### src/rtl/boot_pkg.sv
// rtl/boot_pkg.sv - shared types and widths for the boot loader
package boot_pkg;

  localparam int BYTE_W = 8;
  localparam int WORD_W = 16;
  localparam int ADDR_W = 16;

  typedef enum logic [2:0] {
    CNT_HI,
    CNT_LO,
    DATA_HI,
    DATA_LO,
    WRITE,
    DONE,
    ERROR
  } state_t;

endpackage

### src/rtl/boot_loader.sv
// rtl/boot_loader.sv - streams a length-prefixed big-endian image into word RAM, then hands the RAM port to the processor
module boot_loader
  import boot_pkg::*;
#(
  parameter int MAX_WORDS = 65536
) (
  input  logic              clk,
  input  logic              reset,
  input  logic [BYTE_W-1:0] rx_data,
  input  logic              rx_valid,
  output logic              rx_ready,
  input  logic [ADDR_W-1:0] proc_addr,
  input  logic [WORD_W-1:0] proc_dout,
  input  logic              proc_we,
  output logic [ADDR_W-1:0] mem_addr,
  output logic [WORD_W-1:0] mem_din,
  output logic              mem_we,
  output logic              proc_hold,
  output logic              error
);

  // 17-bit so that a full 65536-word image is representable
  localparam logic [16:0] MAX_N = 17'(MAX_WORDS);

  state_t      state, state_nx;
  logic [16:0] count;
  logic [16:0] wr_ptr;
  logic [16:0] wr_next;
  logic [16:0] hdr_n;
  logic [WORD_W-1:0] word;
  logic        xfer;

  assign xfer    = rx_valid & rx_ready;
  assign hdr_n   = {1'b0, count[15:8], rx_data};
  assign wr_next = wr_ptr + 17'd1;

  always_ff @(posedge clk or negedge reset) begin
    if (!reset) begin
      state  <= CNT_HI;
      count  <= '0;
      wr_ptr <= '0;
      word   <= '0;
    end else begin
      state <= state_nx;
      if (xfer) begin
        case (state)
          CNT_HI:  count       <= {1'b0, rx_data, 8'h00};
          CNT_LO:  count[7:0]  <= rx_data;
          DATA_HI: word[15:8]  <= rx_data;
          DATA_LO: word[7:0]   <= rx_data;
          default: ;
        endcase
      end
      if (state == WRITE)
        wr_ptr <= wr_next;
    end
  end

  always_comb begin
    state_nx  = state;
    rx_ready  = 1'b0;
    proc_hold = 1'b1;
    error     = 1'b0;
    mem_addr  = wr_ptr[ADDR_W-1:0];
    mem_din   = word;
    mem_we    = 1'b0;
    case (state)
      CNT_HI: begin
        rx_ready = 1'b1;
        if (rx_valid) state_nx = CNT_LO;
      end
      CNT_LO: begin
        rx_ready = 1'b1;
        if (rx_valid) begin
          if (hdr_n == 17'd0)
            state_nx = DONE;
          else if (hdr_n > MAX_N)
            state_nx = ERROR;
          else
            state_nx = DATA_HI;
        end
      end
      DATA_HI: begin
        rx_ready = 1'b1;
        if (rx_valid) state_nx = DATA_LO;
      end
      DATA_LO: begin
        rx_ready = 1'b1;
        if (rx_valid) state_nx = WRITE;
      end
      WRITE: begin
        mem_we   = 1'b1;
        state_nx = (wr_next == count) ? DONE : DATA_HI;
      end
      DONE: begin
        // zero-latency pass-through once the image is in place
        proc_hold = 1'b0;
        mem_addr  = proc_addr;
        mem_din   = proc_dout;
        mem_we    = proc_we;
      end
      ERROR: begin
        error = 1'b1;
      end
      default: state_nx = CNT_HI;
    endcase
  end

endmodule

### config.mk
export PLATFORM = sky130hd
export DESIGN_NAME = boot_loader
export DESIGN_NICKNAME = d
export VERILOG_FILES = /design/src/rtl/boot_pkg.sv /design/src/rtl/boot_loader.sv
export SDC_FILE = /design/constraint.sdc
export NUM_CORES = 1
export LEC_CHECK = 0
export ABC_AREA = 1
export CORE_UTILIZATION = 36
export DETAILED_ROUTE_END_ITERATION = 12
export DONT_BUFFER_PORTS = 1
export PLACE_DENSITY_LB_ADDON = 0.05
export RECOVER_POWER = 25
export SETUP_SLACK_MARGIN = 0.4
export SYNTH_ARGS = -nofsm -noshare
export SYNTH_HDL_FRONTEND = slang
export SYNTH_SLANG_ARGS = --single-unit
### constraint.sdc
create_clock -name clk -period 1.9 [get_ports clk]
set_input_delay 0.38 -clock clk [delete_from_list [all_inputs] [get_ports clk]]
set_output_delay 0.38 -clock clk [all_outputs]
set_load 0.05 [all_outputs]
# --- Yosys cells after proc, flatten, opt, wreduce, memory -nomap -nowiden ---
# Index checks and enable logic that the tools add are counted.
word_totals:
  regBits: 52
  output_inout_bits: 36
  inputBits: 44
  wordCells: 46
classes:
  n_eq_ne: 11
  add_sub_neg: 1
  order_cmp: 1
  n_reduce_logical: 10
  bitwise: 2
  muxes: 15
ops:
  columns: ["op", "count"]
  rows:
  - ["16-bit 2-to-1 mux", 2]
  - ["3-bit 2-to-1 mux", 7]
  - ["3-bit one-hot mux with 6 select lines", 1]
  - ["17-bit by 1-bit adder with 17-bit output (second input constant)", 1]
  - ["17-bit by 16-bit equality test with 1-bit output", 1]
  - ["16-bit by 17-bit greater-than comparator with 1-bit output (second input constant)", 1]
  - ["17-bit zero test", 1]
  - ["8-bit one-hot mux with 2 select lines", 1]
  - ["3-bit equality test (second input constant)", 3]
  - ["2-bit inequality test (second input constant)", 4]
  - ["2-bit AND reduction", 4]
  - ["3-bit by 2-bit equality test with 1-bit output (second input constant)", 2]
  - ["5-bit AND reduction", 1]
  - ["4-bit OR reduction", 1]
  - ["3-bit by 1-bit equality test with 1-bit output (second input constant)", 1]
  - ["3-bit zero test", 1]
  - ["1-bit 2-to-1 mux", 3]
  - ["1-bit one-hot mux with 2 select lines", 1]
  - ["2-bit nonzero test", 1]
  - ["2-bit OR reduction", 1]
  - ["1-bit bitwise AND", 1]
  - ["1-bit inverter", 1]

# --- Longest topological paths before layout ---
# Gate-level depths: netlist of run 1.
logic_depth:
  word_depth: 5
  depth_mapped: 14
  depth_no_buf: 14

# --- Worst setup path before layout of run 1 ---
# No wires, ideal clock.
synth_path:
  kind: "register to output"
  from: "register state[1]"
  to: "output port mem_addr[0]"
  n_path_buf: 2
  path_stages_with_launch: 7
  arrival_time_ps: 2045
  setup_slack_ps: -525
  required_time_ps: 1520
  cell_sequence: "dfrtp_1 -> inv_1 -> nand2_1 -> nor2_1 -> buf_2 -> buf_2 -> o21ai_0"
synth_via:
  elab_chain_cells: 2
synth_rtl:
  columns: ["element", "line", "source"]
  rows:
  - ["start, declared", "boot_loader.sv:25", "state_t state, state_nx;"]
  - ["start signal, assigned", "boot_loader.sv:44", "state <= state_nx;"]
  - ["3-bit equality test", "boot_loader.sv:67", "case (state)"]
  - ["16-bit 2-to-1 mux", "boot_loader.sv:67", null]
  - ["end, declared", "boot_loader.sv:15", "output logic [ADDR_W-1:0] mem_addr,"]
# Every way passes these cells.

# --- Final worst setup path of run 1 ---
layout_path:
  from: "register state[1]"
  to: "output port mem_addr[3]"
# Same word-level chain as after synthesis.

==> run metrics, run 1 <==
Crit-path slowest cell=dfrtp_2; RSZ-0062 raised after global routing=true; RR Endpoint=state[2]; minimum clock period=1.966 ns; Num CTS Buffers=5; Die ar.=9108 sq um; sequential share of the synthesized area=41.40%; CTS Sinks=52; starting DRC count in detailed routing=142; leading area contributor after synthesis=dfrtp_1; commonest non-fill, non-tap cell in the layout=nand2_1; CTS root buf=clkbuf_8; Mapped Cells=461; Core ar.=8341 sq um; Worst Path Required=1.52 ns; Achievable Freq=~510 MHz; FF-to-FF setup slack=roughly 0.16 ns; Die Width=roughly 95 microns; Area Overhead vs Synth=54.10%; CTS H-Tree Depth=2; number of flops mapped to enable cells by yosys=0; Clock Latency Late Sink=0.31 ns; Final Cycle Share=103.5%; number of iterations in the first detailed-routing pass=5; vias in the first global route=2950; YS warnings=0; P_leak=2.126 nW; Hold Crit Class=in -> async; most frequent cells in the layout=110 x nand2_1, 43 x dfrtp_1, 38 x inv_1; area share of the largest cell type after synthesis=41.40%; Initial Utilization=between 30% and 40%; Routed Antenna Nets=0; row count=33; Detailed Route WL=roughly 10000 microns; CP Capture Type=output port; max-cap violations=0; Max VDD drop=0.0008466 V; drt drc=0; CP Cell Sequence=inv_2, nand2_4, nor2_4, buf_6, clkbuf_16, nand2_2, o21ai_4; GP Congestion=0.8738; fraction of layout cells with a size suffix above 1=~41%; fin. max-slew vios=0; crit-path max cell delay=0.43 ns; final setup margin=-0.06635 ns; status=finished with violations; Worst-path clk slew=0.10 ns; synthesized area per cell=6.818 sq um; Worst EP arrival=1.59 ns; violated checks=hold timing, setup timing; P per Cell Area=about 1400 nW/um^2; Final Setup Violations=33; met3 Track Usage GR=3.190%; met2 global-route usage=36.13%; Via Count=between 3000 and 4000; R2R depth=10; nets@finish=about 560; GRT Max-Usage Layer=met2; Max clock buf depth=2; Setup Skew=0.003442 ns; worst r2r src=state[2]; Synth cell types=31; setup tns final=-1.687 ns; fin util=58.07%; clock tree from TritonCTS=done; Max-slew headroom=about two thirds; Worst Setup Start Kind=flip-flop; total global-route track usage=a little over a fifth; final worst hold slack=-0.2520 ns; Crit Path Max Fanout=5; Ports=80; Ant. Diodes=0; port bufs=0; Routed wire per std cell=16.51 microns; asr flop ratio synth=100.0%; ranking of synthesized cells by area=dfrtp_1 41%, nand2_1 22%, o21ai_0 9.6%, inv_1 5.5%, nand3_1 4.5%; Primary FF master, synth=dfrtp_1; Hold Violations, Final=52; CP Class=reg -> out; Mapped Area=3143 sq um; Die H=approximately 95 microns; post-DR vias/cell=5.268; synthesized netlist net count=between 500 and 600; M1 GR Usage=just over 30%; pin count of the biggest net entering global routing=53; measured slew at the worst slew-check pin=0.4673 ns; initial antenna violation count=0; #FFs+latches synth=52; gr ovfl total=0; pre-CTS setup slack=slightly below 0.1 ns; Final HPWL DP=between 6000 and 7000 microns; global-route wire length before repair=14920 microns
sequential cells by signal (all words and copies together) (netlist names):
signal	count
count	16
state	3
word	16
wr_ptr	17
stage by stage:
stage                     cells  power, mW  instance area [sq um]
final                       616      6.700                   4843
after global routing        616      7.103                   4843
after CTS                   601      6.218                   4452
after detailed placement    574      4.943                   3854
after global placement      574      4.919                   3854
after floorplan             461      4.460                   3657
critical path, delay by kind of cell (launching register included):
kind,cells,cell delay [ns]
flops,1,0.43
compound gates,1,0.15
simple gates,3,0.26
buf+inv,3,0.42
power breakdown:
group          total, mW  leakage [nW]  internal [mW]  switching, mW
registers           1.89         0.663           1.49          0.400
clock network      0.787        0.0552          0.392          0.395
logic               4.02          1.41           1.45           2.58
total               6.70          2.13           3.33           3.37
metal layers:
metal  wire length [microns]  share of wire [%]  vias to the layer above
li1                        -                  -                     1588
met1                    4696                 46                     1559
met2                    4963                 49                       90
met3                     429                4.2                        8
met4                      82               0.81                        0
met5                       0                  0                        -
synth_stat cells, drive strengths merged (2+ instances only):
library cell  instances
nand2               190
a22oi                 2
nand3b                2
clkbuf                7
dfrtp                52
nor2                 32
buf                   5
nand3                30
o21ai                63
nor3                  2
clkinv                3
o22ai                 6
nand4                10
nor4                  2
inv                  46
xor2                  2
how the worst max path moves through the flow:
stage                        start  depth (start not counted)  slack, ns      endpoint
final                     state[1]                          7      -0.07   mem_addr[3]
after global routing      state[1]                          7      -0.12    mem_din[7]
after CTS                 state[1]                          7      -0.05    mem_din[6]
after detailed placement  state[1]                          6        0.1   mem_addr[2]
after global placement    state[1]                          6       0.11   mem_addr[6]
after floorplan           state[1]                          7       0.27  mem_addr[11]
logic make-up after synthesis:
logic type,share of synthesized area (%)
simple gates,36.58
flops,41.40
buf+inv,7.604
compound gates,12.42
xor+xnor,1.592
fa+ha+maj,0.3980
layout make-up:
type | count | area (sq um)
well taps | 105 | 131.4
fillers | 793 | 3497
multi-input cells | 351 | 2470
inverters | 49 | 206.4
repair buffers | 51 | 615.6
clock inverters | 2 | 35.03
clock buffers | 6 | 72.57
flip-flops and latches | 52 | 1313
what timing repair did:
item,CTS,global route
gates cloned,3,6
setup buffers,16,9
resized for setup,74,83
pin swaps,29,22
endpoints found under the setup margin,47,77
hold endpoints to repair,52,52
Power figures use the tool's default switching activity.
==> run 2: changes to the inputs <==
--- a/config.mk
+++ b/config.mk
@@ -8,7 +8,6 @@
 export ABC_AREA = 1
 export CORE_UTILIZATION = 36
 export DETAILED_ROUTE_END_ITERATION = 12
-export DONT_BUFFER_PORTS = 1
 export PLACE_DENSITY_LB_ADDON = 0.05
 export RECOVER_POWER = 25
 export SETUP_SLACK_MARGIN = 0.4
==> run 2 against run 1 <==
Net effect: the run ends with capacitance limit, slew limit, setup timing left; global-route usage grew 1.6 points; die area unchanged; via count grew 5.7%; combinational power grew 14%; final cell count increased by 11%; non-clock buffer count is 66 higher.
==> run metrics, run 2 (synthesized netlist as in run 1, its figures left out) <==
status=finished with violations (unchanged); violated checks=capacitance limit, slew limit, setup timing (was hold timing, setup timing); nets@finish=621 (was 555); Worst EP arrival=1.62 ns (was 1.59 ns); measured slew at the worst slew-check pin=1.532 ns (was 0.4673 ns); Setup Skew=0.008072 ns (was 0.003442 ns); fraction of layout cells with a size suffix above 1=35.42% (was 40.51%); Hold Crit Class=in -> async (unchanged); Core ar.=8341 sq um (unchanged); CTS H-Tree Depth=2 (unchanged); Worst Path Required=1.52 ns (about the same); Die H=95.44 microns (unchanged); Max VDD drop=0.0008472 V (was 0.0008466 V); fin. max-slew vios=29 (was 0); most frequent cells in the layout=121 x nand2_1, 46 x dfrtp_1, 45 x nand2_2 (was 110 x nand2_1, 43 x dfrtp_1, 38 x inv_1); row count=33 (unchanged); Final HPWL DP=7250 microns (was 6763 microns); Final Setup Violations=33 (unchanged); pin count of the biggest net entering global routing=29 (was 53); Routed wire per std cell=14.97 microns (was 16.51 microns); GP Congestion=0.8326 (was 0.8738); Worst Setup Start Kind=flip-flop (unchanged); Area Overhead vs Synth=70.38% (was 54.10%); Achievable Freq=499.3 MHz (was 508.6 MHz); initial antenna violation count=0 (unchanged); Die ar.=9108 sq um (unchanged); Detailed Route WL=10190 microns (was 10170 microns); Crit Path Max Fanout=8 (was 5); P_leak=2.341 nW (was 2.126 nW); hold-fix buffer count after cts=0; CP Capture Type=output port (unchanged); number of iterations in the first detailed-routing pass=4 (was 5); global-route wire length before repair=16160 microns (was 14920 microns); Hold Violations, Final=0 (was 52); Max clock buf depth=2 (unchanged); P per Cell Area=1318 nW/um^2 (was 1383 nW/um^2); total global-route track usage=23.57% (was 21.95%); final setup margin=-0.1028 ns (was -0.06635 ns); Ports=80 (unchanged); largest registers=wr_ptr: 17 flops, count: 16 flops, word: 16 flops (unchanged); CP Class=reg -> out (unchanged); Clock Latency Late Sink=0.30 ns (was 0.31 ns); CTS root buf=clkbuf_8 (unchanged); commonest non-fill, non-tap cell in the layout=nand2_1 (unchanged); final worst hold slack=0.4842 ns (was -0.2520 ns); max-cap violations=1 (was 0); CTS Sinks=52 (unchanged); vias in the first global route=3278 (was 2950); gr ovfl total=0 (unchanged); port bufs=79 (was 0); clock tree from TritonCTS=done (unchanged); Die Width=95.44 microns (unchanged); Routed Antenna Nets=0 (unchanged); Num CTS Buffers=5 (unchanged); starting DRC count in detailed routing=183 (was 142); max reg flops=17 (unchanged); Max-slew headroom=-2.160% (was 68.56%); RSZ-0062 raised after global routing=true (unchanged); Via Count=3430 (was 3245); post-DR vias/cell=5.037 (was 5.268); pre-CTS setup slack=0.06416 ns (was 0.09786 ns); setup tns final=-2.469 ns (was -1.687 ns); Worst-path clk slew=0.10 ns (about the same); Ant. Diodes=0 (unchanged); Final Cycle Share=105.4% (was 103.5%); FILL cells=718 (was 793); drt drc=0 (unchanged); Initial Utilization=37.68% (unchanged); Top reg by flops=wr_ptr (unchanged); minimum clock period=2.003 ns (was 1.966 ns)
[run 2: cell types whose count changed in the layout (fill, tap and decap cells not counted), sizes merged]
cell,previous run,this run
buf,48,73
bufinv,1,0
clkbuf,9,7
clkdlybuf4s50,0,42
clkinv,4,6
clkinvlp,1,2
nand2,192,190
[run 2: layer usage]
metal | share of wire [%] | vias up | track usage [%] | routed length, microns
li1 | - | 1716 | - | -
met2 | 49 | 74 | 38.27 | 5008
met1 | 46 | 1636 | 33.15 | 4654
met4 | 0.64 | 0 | 4.353 | 65
met3 | 4.6 | 4 | 4.147 | 465
met5 | 0 | - | 0 | 0
[run 2: worst paths after layout]
check / to / depth (start not counted) / slack [ns] / start
min in group clk: word[8] / 2 / 0.50 / word[8]
max in group asynchronous: count[10] / 2 / 0.47 / reset
setup / recovery: mem_addr[6] / 8 / -0.10 / state[1]
hold / removal: wr_ptr[7] / 2 / 0.48 / reset
hold reg to reg: word[8] / 2 / 0.50 / word[8]
setup reg to reg: state[1] / 12 / 0.12 / wr_ptr[0]
[run 2: through the flow]
| stage | utilization, % | area [sq um] | power [mW] | cells |
|---|---|---|---|---|
| 5_1_grt | 64.21 | 5355 | 7.510 | 681 |
| 3_5_place_dp | 56.65 | 4725 | 5.619 | 653 |
| 3_3_place_gp | 56.65 | 4725 | 5.567 | 653 |
| 2_1_floorplan | - | 3657 | 4.460 | 461 |
| 4_1_cts | 63.20 | 5271 | 6.956 | 677 |
| 6_report | 64.21 | 5355 | 7.059 | 681 |
[run 2: cell type report]
class	count	area, sq um	area share (%)
clock buffers	5	68.82	1.285
clock inverters	2	12.51	0.2336
inverters	49	203.9	3.808
multi-input cells	349	2185	40.79
flip-flops and latches	52	1309	24.44
well taps	105	131.4	2.453
repair buffers	117	1420	26.52
repair inverters	2	25.02	0.4673
[run 2: power by group]
part	total [mW]	switching, mW	leakage (nW)	internal (mW)
combinational	4.60	2.60	1.63	2.00
sequential	1.83	0.347	0.667	1.49
clock	0.627	0.376	0.0400	0.251
total	7.06	3.33	2.34	3.73
[run 2: worst max-delay path: stages, from the launching register on]
cell	delay, ns
dfrtp_1	0.41
inv_2	0.09
nand2_4	0.06
nor2_4	0.14
buf_6	0.12
buf_8	0.11
buf_16	0.16
o21ai_4	0.08
buf_12	0.14
[run 2: repair_timing]
item / in CTS / in global routing
pin swaps: 7 / 15
gates resized for setup: 84 / 28
cloned: 5 / 1
setup endpoints to repair: 39 / 75
setup buffers: 12 / 3
